<file path="src/rtl/pcs_rx_pkg.sv">
// rtl/pcs_rx_pkg.sv - K28.5 comma constants and align-state enum for the PCS receive path
package pcs_rx_pkg;

  localparam logic [9:0] COMMA_K28_5_RDN = 10'h17C;
  localparam logic [9:0] COMMA_K28_5_RDP = 10'h283;

  typedef enum logic [1:0] {
    UNLOCKED = 2'd0,
    ACQUIRE  = 2'd1,
    LOCKED   = 2'd2
  } align_state_e;

  function automatic logic is_k28_5(input logic [9:0] sym);
    return (sym == COMMA_K28_5_RDN) || (sym == COMMA_K28_5_RDP);
  endfunction

endpackage

</file>
<file path="src/rtl/comma_window_search.sv">
// rtl/comma_window_search.sv - combinational K28.5 search over the ten candidates of a 20-bit window
module comma_window_search
  import pcs_rx_pkg::*;
(
  // Candidate k is w_i[k+9:k]; the top bit of the 20-bit window is never part of a candidate.
  input  logic [18:0] w_i,
  input  logic [3:0]  offset_i,
  output logic        found_o,
  output logic [3:0]  found_k_o,
  output logic        hit_cur_o
);

  logic [9:0] match;

  always_comb begin
    match = '0;
    for (int k = 0; k < 10; k++) begin
      match[k] = is_k28_5(w_i[k +: 10]);
    end
  end

  // Descending scan so the lowest matching offset wins.
  always_comb begin
    found_o   = |match;
    found_k_o = '0;
    hit_cur_o = 1'b0;
    for (int k = 9; k >= 0; k--) begin
      if (match[k]) begin
        found_k_o = 4'(k);
      end
      if (offset_i == 4'(k)) begin
        hit_cur_o = match[k];
      end
    end
  end

endmodule

</file>
<file path="src/rtl/comma_align_lock.sv">
// rtl/comma_align_lock.sv - receive symbol aligner: comma search, acquire/lock FSM, aligned output
// Define ALIGN_REALIGN_CNT_EN to add the saturating realign_count output.
module comma_align_lock
  import pcs_rx_pkg::*;
#(
  parameter int DATA_WIDTH    = 10,
  parameter int LOCK_COMMAS   = 4,
  parameter int UNLOCK_COMMAS = 4
) (
  input  logic                  clk,
  input  logic                  rst_n,
  input  logic [DATA_WIDTH-1:0] data_in,
  output logic [DATA_WIDTH-1:0] data_out,
  output logic                  comma_det,
  output logic                  symbol_lock,
  output logic [3:0]            align_offset
`ifdef ALIGN_REALIGN_CNT_EN
  ,
  output logic [7:0]            realign_count
`endif
);

  localparam int CNT_W = $clog2(16);
  localparam logic [CNT_W-1:0] LOCK_TH   = CNT_W'(LOCK_COMMAS);
  localparam logic [CNT_W-1:0] UNLOCK_TH = CNT_W'(UNLOCK_COMMAS);

  align_state_e          state_q, state_d;
  logic [DATA_WIDTH-1:0] prev_q;
  logic [DATA_WIDTH-1:0] data_out_q, data_out_d;
  logic                  comma_det_q, comma_det_d;
  logic [3:0]            offset_q, offset_d;
  logic [CNT_W-1:0]      acq_cnt_q, acq_cnt_d;
  logic [CNT_W-1:0]      miss_cnt_q, miss_cnt_d;

  logic [18:0] w;
  logic        found;
  logic [3:0]  found_k;
  logic        hit_cur;
  logic        capture;
  logic [3:0]  sel;

  assign w = {data_in[8:0], prev_q};

  comma_window_search u_search (
    .w_i       (w),
    .offset_i  (offset_q),
    .found_o   (found),
    .found_k_o (found_k),
    .hit_cur_o (hit_cur)
  );

  always_comb begin
    state_d    = state_q;
    offset_d   = offset_q;
    acq_cnt_d  = acq_cnt_q;
    miss_cnt_d = miss_cnt_q;
    capture    = 1'b0;

    unique case (state_q)
      UNLOCKED: begin
        if (found) begin
          capture    = 1'b1;
          acq_cnt_d  = CNT_W'(1);
          miss_cnt_d = '0;
          state_d    = (LOCK_COMMAS == 1) ? LOCKED : ACQUIRE;
        end
      end
      ACQUIRE: begin
        // A comma at the held offset beats any other match in the same window.
        if (hit_cur) begin
          if (acq_cnt_q + CNT_W'(1) >= LOCK_TH) begin
            acq_cnt_d  = LOCK_TH;
            miss_cnt_d = '0;
            state_d    = LOCKED;
          end else begin
            acq_cnt_d = acq_cnt_q + CNT_W'(1);
          end
        end else if (found) begin
          capture   = 1'b1;
          acq_cnt_d = CNT_W'(1);
        end
      end
      LOCKED: begin
        if (hit_cur) begin
          miss_cnt_d = '0;
        end else if (found) begin
          if (miss_cnt_q + CNT_W'(1) >= UNLOCK_TH) begin
            capture    = 1'b1;
            acq_cnt_d  = CNT_W'(1);
            miss_cnt_d = '0;
            state_d    = ACQUIRE;
          end else begin
            miss_cnt_d = miss_cnt_q + CNT_W'(1);
          end
        end
      end
      default: state_d = UNLOCKED;
    endcase

    if (capture) begin
      offset_d = found_k;
    end
  end

  // A freshly captured offset steers the output in the same cycle it is found.
  always_comb begin
    sel        = capture ? found_k : offset_q;
    data_out_d = '0;
    for (int k = 0; k < 10; k++) begin
      if (sel == 4'(k)) begin
        data_out_d = w[k +: DATA_WIDTH];
      end
    end
    comma_det_d = is_k28_5(data_out_d);
  end

  always_ff @(posedge clk or negedge rst_n) begin
    if (!rst_n) begin
      state_q     <= UNLOCKED;
      prev_q      <= '0;
      data_out_q  <= '0;
      comma_det_q <= 1'b0;
      offset_q    <= '0;
      acq_cnt_q   <= '0;
      miss_cnt_q  <= '0;
    end else begin
      state_q     <= state_d;
      prev_q      <= data_in;
      data_out_q  <= data_out_d;
      comma_det_q <= comma_det_d;
      offset_q    <= offset_d;
      acq_cnt_q   <= acq_cnt_d;
      miss_cnt_q  <= miss_cnt_d;
    end
  end

  assign data_out     = data_out_q;
  assign comma_det    = comma_det_q;
  assign symbol_lock  = (state_q == LOCKED);
  assign align_offset = offset_q;

`ifdef ALIGN_REALIGN_CNT_EN
  logic [7:0] realign_q;
  logic       realign_evt;

  assign realign_evt = (state_q == LOCKED) && (state_d == ACQUIRE);

  always_ff @(posedge clk or negedge rst_n) begin
    if (!rst_n) begin
      realign_q <= '0;
    end else if (realign_evt && (realign_q != 8'hFF)) begin
      realign_q <= realign_q + 8'd1;
    end
  end

  assign realign_count = realign_q;
`endif

endmodule

</file>
<file path="config.mk">
export PLATFORM = sky130hd
export DESIGN_NAME = comma_align_lock
export DESIGN_NICKNAME = d
export VERILOG_FILES = /design/src/rtl/pcs_rx_pkg.sv /design/src/rtl/comma_window_search.sv /design/src/rtl/comma_align_lock.sv
export SDC_FILE = /design/constraint.sdc
export NUM_CORES = 1
export LEC_CHECK = 0
export BUFFER_PORTS_ARGS = -buffer_cell sky130_fd_sc_hd__buf_2
export CAP_MARGIN = 20
export CORE_MARGIN = 2
export CORE_UTILIZATION = 56
export CTS_CLUSTER_DIAMETER = 80
export DETAILED_ROUTE_END_ITERATION = 12
export PLACE_DENSITY = 0.74
export SLEW_MARGIN = 20
export SYNTH_ARGS = -nofsm -noshare
export SYNTH_HDL_FRONTEND = slang
export SYNTH_SLANG_ARGS = --single-unit
</file>
<file path="constraint.sdc">
create_clock -name clk -period 6.9 [get_ports clk]
set_clock_uncertainty 0.1 [all_clocks]
set_input_delay 1.38 -clock clk [delete_from_list [all_inputs] [get_ports clk]]
set_output_delay 1.38 -clock clk [all_outputs]
set_load 0.05 [all_outputs]
</file>
==> Implementation_results.wiki <==
{| class="wikitable"
! Metric !! Value
|-
| Register-to-Register Path Depth || 13
|-
| Outcome || finished, final reports clean
|-
| Post-layout net count || 442
|-
| Core Area || 0.00592 mm^2
|-
| Most frequent cell after synthesis || sky130_fd_sc_hd__nand3_1
|-
| CTS H-Tree Depth || 2
|-
| Path type of the worst setup path || input pin to register
|-
| Finish-stage setup viols || 0
|-
| Top fanout value on the critical path || 16
|-
| Clock transition at the register clock pins on the worst setup and hold paths after CTS || 80 ps
|-
| Vias after detailed routing || 3671
|-
| Kind of start point of the critical path || input pin
|-
| Layout cell share with drive strength beyond 1 || 0.169
|-
| Endpoint of the most critical setup path || comma_det
|-
| Wire length per cell || 21.7 um
|-
| Total buffers and inverters traversed by the critical path || 1
|-
| Resized cells post-CTS || 0
|-
| Number of synthesis warnings || 0
|-
| Average cell area after synthesis || 8.17 um^2
|-
| Cell area power density || 397 mW/mm^2
|-
| Capture instance of the worst register-to-register path || comma_det
|-
| Accumulated negative setup slack || 0 ps
|-
| Buffers inserted during post-CTS setup optimization || 0
|-
| Count of hold buffers inserted by post-cts repair || 0
|-
| Share of synthesized flip-flops with an asynchronous set or reset || 1.00
|-
| Number of routed nets with antenna violations || 0
|-
| Global-route wire length before repair || 17200 um
|-
| Remaining routing DRC violations || 0
|-
| Portion of the clock cycle consumed by the worst path in the final layout || 0.908
|-
| Number of failing hold endpoints at the final stage || 0
|-
| Synth top area cells || sky130_fd_sc_hd__dfrtp_1 26%, sky130_fd_sc_hd__nand3_1 5.4%, sky130_fd_sc_hd__nand2_1 3.1%
|-
| Category of cells accounting for the largest share of critical-path delay || simple AND/OR/NAND/NOR gates
|-
| Die ar. || 0.00675 mm^2
|-
| Clock tree from TritonCTS || done
|-
| CP most frequent cell || sky130_fd_sc_hd__or4_1
|-
| Remaining Overflow, GRT || 0
|-
| Effective utilization at floorplan || 0.578
|-
| Post-synthesis cell count || 419
|-
| Leakage power || 0.00144 uW
|-
| Starting DRC count in detailed routing || 559
|-
| Peak supply drop || 280 uV
|-
| Max Slew Vio Count || 0
|-
| Fillcell total || 541
|-
| Portion of the post-synthesis area used by sequential elements || 0.256
|-
| Cell Count, Final, Fillers Out || 500
|-
| Total placed cells including tap cells || 492
|-
| Vert. Die Dim || 82.2 um
|-
| Final worst path period need || 6270 ps
|-
| Slew at the pin with the worst max-slew slack || 1010 ps
|-
| Initial DRT Pass Iterations || 6
|-
| Vias per cell || 7.34
|-
| Routed Wire Length || 10800 um
|-
| MaxCap Viol Count || 0
|-
| Hold slack final || 440 ps
|-
| Layout-stage area growth over the synthesis result || 6.47%
|-
| Initial antenna violation count || 0
|-
| Worst slew slack as a fraction of its limit || 0.308
|-
| Data required, critical path || 7030 ps
|-
| EDFF count, synth || 0
|-
| RSZ-0062 raised after global routing || no
|-
| Std-Cell Rows || 28
|-
| Launch point of the worst reg-to-reg path || prev_q[9]
|-
| Clock latency of the later-clocked register in the worst-skew pair || 300 ps
|-
| Post-synthesis cell area || 0.00342 mm^2
|-
| Syn_nets || 437
|-
| Maximum number of pins on one net before global-route repair || 36
|-
| Clk sinks || 35
|-
| Crit. End Element || register
|-
| Horizontal die dimension || 82.2 um
|-
| Top cell type's share of synthesized area || 0.256
|-
| Crit. path cell count || 14
|-
| Hold/Removal Path Class || register to register
|-
| Data arrival, critical path || 6390 ps
|-
| Most used flip-flop cell after synthesis || sky130_fd_sc_hd__dfrtp_1
|-
| Antenna diode count || 0
|-
| Dpl hpwl || 7890 um
|-
| First element of the critical path || data_in[0]
|-
| Leading cell types by count after synthesis || 37 x sky130_fd_sc_hd__nand3_1, 35 x sky130_fd_sc_hd__dfrtp_1, 28 x sky130_fd_sc_hd__nand2_1, 28 x sky130_fd_sc_hd__nor2_1, 27 x sky130_fd_sc_hd__inv_1
|-
| Register-to-register setup slack || 1140 ps
|-
| Biggest area consumer among synthesized cells || sky130_fd_sc_hd__dfrtp_1
|-
| Max Buffers Root-to-Sink || 2
|-
| Largest stage delay on the critical path || 560 ps
|-
| Vias in the first global route || 3316
|-
| PortBufs || 27
|-
| All-layer global routing usage || 0.339
|-
| Critical path cell sequence || buf_2 -> or4b_4 -> or4_1 -> a41o_1 -> nor4_2 -> o211ai_1 -> and3_1 -> a21oi_2 -> a21oi_1 -> o221ai_1 -> a41oi_1 -> or3b_1 -> or4_1 -> mux2i_1
|-
| Cell at the root of the clock tree || sky130_fd_sc_hd__clkbuf_8
|-
| Top-Level Pins || 28
|-
| Number of flip-flops and latches in the synthesized netlist || 35
|-
| Slowest cell on the critical path || sky130_fd_sc_hd__or4b_4
|-
| FMAX || 0.160 GHz
|-
| Last weighted congestion value of the routability-driven placer || 0.985
|-
| Unique cell type count in the Yosys netlist || 83
|-
| Number of buffers created by CTS || 5
|}
## through the flow
stage | cell area [um^2] | utilization | worst slack [ps] | total power (uW)
final | 3640 | 0.615 | 634 | 1450
after global routing | 3640 | 0.615 | 342 | 1530
after CTS | 3640 | 0.615 | 738 | 1420
after detailed placement | 3510 | 0.592 | 430 | 1190
after global placement | 3510 | 0.592 | 566 | 1190
after floorplan | 3420 | - | 1450 | 1000
## cells by family (layout without fill, tap and decap cells)
family                     Yosys count  after routing  synth area share
adders and majority gates            6              6            0.0219
AOI/OAI and AO/OA                  128            128             0.313
and+or+nand+nor                    181            181             0.305
muxes                                5              5            0.0146
buffers and inverters               61             67            0.0815
xor gates and xnor gates             3              3           0.00768
DFF                                 35             35             0.256
## routing by layer
| layer | vias to the layer above | part of all wire | global-route usage |
|---|---|---|---|
| li1 | 1627 | - | - |
| met2 | 261 | 0.43 | 0.509 |
| met4 | 0 | 0.048 | 0.170 |
| met1 | 1725 | 0.41 | 0.448 |
| met3 | 58 | 0.11 | 0.0891 |
| met5 | - | 0 | 0 |
## how the worst min path moves through the flow
stage,start,end,slack [ps],cells past startpoint
after floorplan,miss_cnt_q[2],miss_cnt_q[2],390,1
after global placement,miss_cnt_q[2],miss_cnt_q[2],420,1
after detailed placement,miss_cnt_q[2],miss_cnt_q[2],420,1
after CTS,miss_cnt_q[2],miss_cnt_q[2],450,1
after global routing,miss_cnt_q[2],miss_cnt_q[2],460,1
final,miss_cnt_q[2],miss_cnt_q[2],440,1
## sequential cells by signal, summed over array words and instances (netlist names)
signal	count
align_offset	4
comma_det	1
acq_cnt_q	4
state_q	2
data_out	10
miss_cnt_q	4
prev_q	10
## cell usage in the layout, fill, tap and decap left out, types with 5 or more instances in the layout
master	n
sky130_fd_sc_hd__o2111ai_1	8
sky130_fd_sc_hd__clkbuf_8	5
sky130_fd_sc_hd__or3_1	6
sky130_fd_sc_hd__nand4_1	8
sky130_fd_sc_hd__a21o_1	6
sky130_fd_sc_hd__o211ai_1	7
sky130_fd_sc_hd__a22oi_1	8
sky130_fd_sc_hd__nand2b_1	5
sky130_fd_sc_hd__nor2_1	28
sky130_fd_sc_hd__nor4_1	6
sky130_fd_sc_hd__dfrtp_1	35
sky130_fd_sc_hd__a211oi_1	7
sky130_fd_sc_hd__a21oi_1	12
sky130_fd_sc_hd__nor3_1	6
sky130_fd_sc_hd__nand3b_1	6
sky130_fd_sc_hd__inv_1	27
sky130_fd_sc_hd__o221ai_1	8
sky130_fd_sc_hd__mux2i_1	5
sky130_fd_sc_hd__nor2b_1	7
sky130_fd_sc_hd__ha_1	6
sky130_fd_sc_hd__nand3_1	37
sky130_fd_sc_hd__nand2_1	28
sky130_fd_sc_hd__buf_2	27
sky130_fd_sc_hd__o21ai_0	14
## power by group
group,total [uW],switching (uW),internal (uW)
Sequential,311,52.8,258
Combinational,903,605,298
Clock,231,87.3,144
Total,1450,745,700
## cell type report
| cell class | count | area, um^2 | area share |
|---|---|---|---|
| multi-input combinational | 323 | 2270 | 0.622 |
| clock buffer | 5 | 68.8 | 0.0189 |
| sequential | 35 | 876 | 0.240 |
| timing repair buffer | 31 | 165 | 0.0453 |
| clock inverter | 3 | 67.6 | 0.0185 |
| inverter | 28 | 105 | 0.0288 |
| tap | 75 | 93.8 | 0.0258 |
No activity file was read; power rests on OpenSTA's default activity.
